===== src/rtl/first_nios2_system_sysid_pkg.sv =====
// Shared constants for the sysid checker: FSM encoding, slave word map, stall counter width.
package first_nios2_system_sysid_pkg;

   typedef enum logic [1:0] {
      IDLE   = 2'd0,
      RD_ID  = 2'd1,
      RD_TS  = 2'd2,
      FINISH = 2'd3
   } state_t;

   localparam logic ADDR_ID     = 1'b0;
   localparam logic ADDR_TS     = 1'b1;
   localparam int   STALL_CNT_W = 16;

endpackage


===== src/rtl/first_nios2_system_sysid_wdog.sv =====
// Saturating stall counter; flags expiry on the stall cycle that brings the count up to limit.
module first_nios2_system_sysid_wdog
   import first_nios2_system_sysid_pkg::*;
(
   input  logic                   clock,
   input  logic                   reset_n,
   input  logic                   clear,
   input  logic                   enable,
   input  logic [STALL_CNT_W-1:0] limit,
   output logic                   expired
);

   logic [STALL_CNT_W-1:0] r_cnt;
   logic [STALL_CNT_W-1:0] w_limit_m1;

   assign w_limit_m1 = limit - 1'b1;

   // expired fires on the limit-th stall so read is never held beyond limit stalls
   assign expired = enable && (r_cnt >= w_limit_m1);

   always_ff @(posedge clock or negedge reset_n) begin
      if (!reset_n)
         r_cnt <= '0;
      else if (clear)
         r_cnt <= '0;
      else if (enable && (r_cnt != '1))
         r_cnt <= r_cnt + 1'b1;
   end

endmodule


===== config.mk =====
export PLATFORM = sky130hd
export DESIGN_NAME = first_nios2_system_sysid_wdog
export DESIGN_NICKNAME = d
export VERILOG_FILES = /design/src/rtl/first_nios2_system_sysid_pkg.sv /design/src/rtl/first_nios2_system_sysid_wdog.sv
export SDC_FILE = /design/constraint.sdc
export NUM_CORES = 1
export LEC_CHECK = 0
export CAP_MARGIN = 25
export CORE_UTILIZATION = 53
export DETAILED_ROUTE_END_ITERATION = 12
export PLACE_DENSITY = 0.87
export SYNTH_ARGS = -nofsm -noshare
export SYNTH_HDL_FRONTEND = slang
export SYNTH_SLANG_ARGS = --single-unit

===== constraint.sdc =====
create_clock -name clock -period 5.64 [get_ports clock]
set_clock_uncertainty 0.15 [all_clocks]
set_input_delay 1.128 -clock clock [delete_from_list [all_inputs] [get_ports clock]]
set_output_delay 1.128 -clock clock [all_outputs]
set_load 0.05 [all_outputs]

==> results.tsv <==
stage	metric	value	unit
detailed_routing	drtIter0Drc	71	
critical_path	endpoint	expired	
clocking	clock_path_buffers	2	
grt	grt_pass1_vias	1456	
grt	grt_max_degree	23	
grt	grt_usage	26.99	%
placed_design	gp_congestion	0.9379	
floorplan	boundaryPins	21	
critical_path	crit_arrival	4.01	ns
cells_and_area	nets	238	
pwr	powerDensity	137.6	nW/um^2
yosys	synth_compound_area_share	16.78	%
detailed_routing	ant_nets	0	
yosys	syn_inst	179	
critical_path	start_kind	input port	
yosys	ys.flop_type	dfrtp_1	
detailed_routing	firstDrtPassIters	4	
timing	fmax	189.0	MHz
critical_path	cpPeakStageDelay	0.47	ns
detailed_routing	vias_per_cell	6.478	
outcome	status	completed	
yosys	synthDistinctLibCells	37	
yosys	ys_seq_area_share	26.32	%
cells_and_area	antennaDiodeCount	0	
yosys	synth_nets	217	
critical_path	worstPathMaxFanout	4	
grt	antenna_found_initial	0	
placed_design	port_buffers	20	
yosys	synth_mux_area_share	4.359	%
timing	slew_violations	0	
timing	finalSetupTns	0	ns
cells_and_area	multiInputGateArea	1079	um^2
floorplan	rows	19	
grt	grt_overflow	0	
timing	hold-worst-slack	0.4556	ns
yosys	synth_top_family_by_area	simple AND/OR/NAND/NOR gates	
pwr	vdd_drop_max	0.1323	mV
yosys	synth_seq_cells	16	
timing	grt_setup_unrepaired	false	
placed_design	place_ws	0.1964	ns
critical_path	r2r_start	r_cnt[1]	
critical_path	reg2reg_to	r_cnt[5]	
yosys	yosys_warnings	0	
floorplan	initial_core_util	55.65	%
detailed_routing	remaining_drc_errors	0	
grt	grt_pass1_wl	6651	um
critical_path	critPathBufInv	2	
cells_and_area	top_regs	r_cnt (16)	
hold_path	hold_class	register to register	
yosys	yosys.area_share.adder	14.80	%
cells_and_area	largest_register	r_cnt	
yosys	syn_area_per_cell	8.500	um^2
cells_and_area	syn_to_final_growth	17.35	%
timing	finalHoldViolCount	0	
timing	worst_slew_pin_slew	0.7774	ns
pwr	power_leakage	0.7422	nW
detailed_routing	routed_wl	3844	um
critical_path	end_kind	output pin	
yosys	synthSimpleGateAreaFrac	26.40	%
floorplan	core-area	2734	um^2
clocking	htreeDepth	1	
critical_path	r2r_slack	3.39	ns
clocking	cts_sinks	16	
floorplan	die_area	3089	um^2
clocking	cts-root-buf	clkbuf_4	
critical_path	slowest_stage	clkdlybuf4s50_1	
critical_path	reg2regPathDepth	5	
clocking	clk_pin_slew	0.10	ns
floorplan	dieWidth	55.58	um
yosys	yosys.area.top_type_share	26.32	%
critical_path	worstPathRequired	4.36	ns
timing	layout_min_cycle_time	5.292	ns
detailed_routing	wire_per_inst	16.71	um
critical_path	crit_type	input port to output pin	
detailed_routing	vias	1490	
cells_and_area	n_fill_cell	243	
critical_path	crit_chain	clkdlybuf4s50_1 > nor4_2 > nand3b_1 > or4_1 > xor2_1 > ha_1 > nand2_1 > o21ai_0 > a2111oi_1 > o22ai_1 > buf_4	
floorplan	die_height	55.58	um
yosys	syn-cell-area	1521	um^2
critical_path	crit_path_start	limit[3]	
cells_and_area	drive_above_1_share	6.533	%
yosys	synth_async_sr_flop_share	100.0	%
clocking	clk_latency	0.30	ns
timing	fin_crit_sh	93.83	%
run	cap_violations	0	
placed_design	place_hpwl	2976	um
yosys	synthXorXnorAreaFrac	8.059	%
yosys	synth-edff-count	0	
clocking	tritoncts	done	
clocking	cts_made_buffers	3	
timing	max_slew_margin	48.01	%
yosys	yosysTopAreaCell	dfrtp_1	
cells_and_area	largest_reg_flops	16	
timing	worst_slack	0.3481	ns
timing	setup_viol	0	
yosys	ys_top_cells_by_area	dfrtp_1, ha_1, xnor2_1	
critical_path	cp.depth	11	
cells_and_area	regArea	400.4	um^2
critical_path	cp_top_family	simple AND/OR/NAND/NOR gates	
-- Yosys cell counts (2+ instances only) --
cell / instances
ha_1: 18
dfrtp_1: 16
nor2_1: 15
a21oi_1: 14
nand2_1: 13
inv_1: 9
xnor2_1: 9
or4_1: 7
mux2_2: 5
nand3_1: 5
nor2b_1: 5
nor4_1: 5
o21ai_0: 5
o31ai_1: 5
xor2_1: 5
nand4_1: 4
nor3_1: 4
a211oi_1: 3
and3_1: 3
and4_1: 3
clkbuf_1: 3
nand3b_1: 3
or3_1: 3
a21o_1: 2
o311ai_1: 2
o41ai_1: 2
-- cells by family (layout without fill, tap and decap cells) --
family	after synthesis	count (layout)
XOR/XNOR	14	14
flip-flops	16	16
multiplexers	6	6
AND/OR/NAND/NOR	73	73
AO/OA/AOI/OAI	39	39
adder cells (fa/ha/maj)	18	18
buffers and inverters	13	33
-- cells in the final DEF, fill, tap and decap left out, drive strengths merged --
cell type	n
clkdlybuf4s50	19
ha	18
dfrtp	16
nor2	15
a21oi	14
nand2	13
inv	9
xnor2	9
or4	7
xor2	5
o21ai	5
nand3	5
o31ai	5
nor2b	5
mux2	5
nor4	5
nand4	5
nor3	4
clkbuf	4
nand3b	3
a211oi	3
and3	3
and4	3
or3	3
a21o	2
o311ai	2
o41ai	2
nand2b	1
a2111o	1
a2111oi	1
o2111ai	1
o22ai	1
a311oi	1
or2	1
a31oi	1
mux2i	1
buf	1
-- tightest hold or removal path: cells and delay by family, from the launching register on --
family	cells	cell delay (ns)
AO/OA/AOI/OAI	2	0.14
flip-flops	1	0.43
-- worst min-delay path by stage --
stage,from,cells after the start,endpoint,slack [ns]
after floorplan,r_cnt[13],1,r_cnt[13],0.36
after global placement,r_cnt[7],2,r_cnt[7],0.43
after detailed placement,r_cnt[7],2,r_cnt[7],0.44
after CTS,r_cnt[7],2,r_cnt[7],0.46
after global routing,r_cnt[7],2,r_cnt[7],0.50
final,r_cnt[7],2,r_cnt[7],0.46
-- cell type report --
class | instances | share of cell area, %
inverters | 9 | 1.892
well taps | 31 | 2.172
multi-input cells | 150 | 60.41
flip-flops and latches | 16 | 22.42
repair buffers | 20 | 11.07
clock buffers | 4 | 2.032
-- power breakdown --
part	switching [mW]	internal, mW	total, mW
Clock	0.0390	0.0394	0.0784
Sequential	0.00197	0.116	0.118
Combinational	0.0243	0.0250	0.0493
-- stage by stage --
step           cell area, um^2  util (%)  cells  power [mW]
6_report                  1785     65.31    230      0.2456
3_5_place_dp              1742     63.71    226      0.1686
3_3_place_gp              1742     63.71    226      0.1669
2_1_floorplan             1521         -    179      0.1427
5_1_grt                   1785     65.31    230      0.2584
4_1_cts                   1778     65.03    230      0.2470
-- routing by layer --
| metal | up-vias | wire length (um) | GRT usage [%] |
|---|---|---|---|
| met5 | - | 0 | 0 |
| met4 | 0 | 80 | 6.786 |
| met3 | 8 | 212 | 5.349 |
| met2 | 52 | 1933 | 46.99 |
| met1 | 708 | 1619 | 34.23 |
| li1 | 722 | - | - |
-- repair_timing --
action                     4_1_cts  5_1_grt
resized for setup                0        2
setup buffers                    0        0
hold buffers                     0        0
setup endpoints to repair        0        1
hold endpoints to repair         0        0
Power figures use the tool's default switching activity.
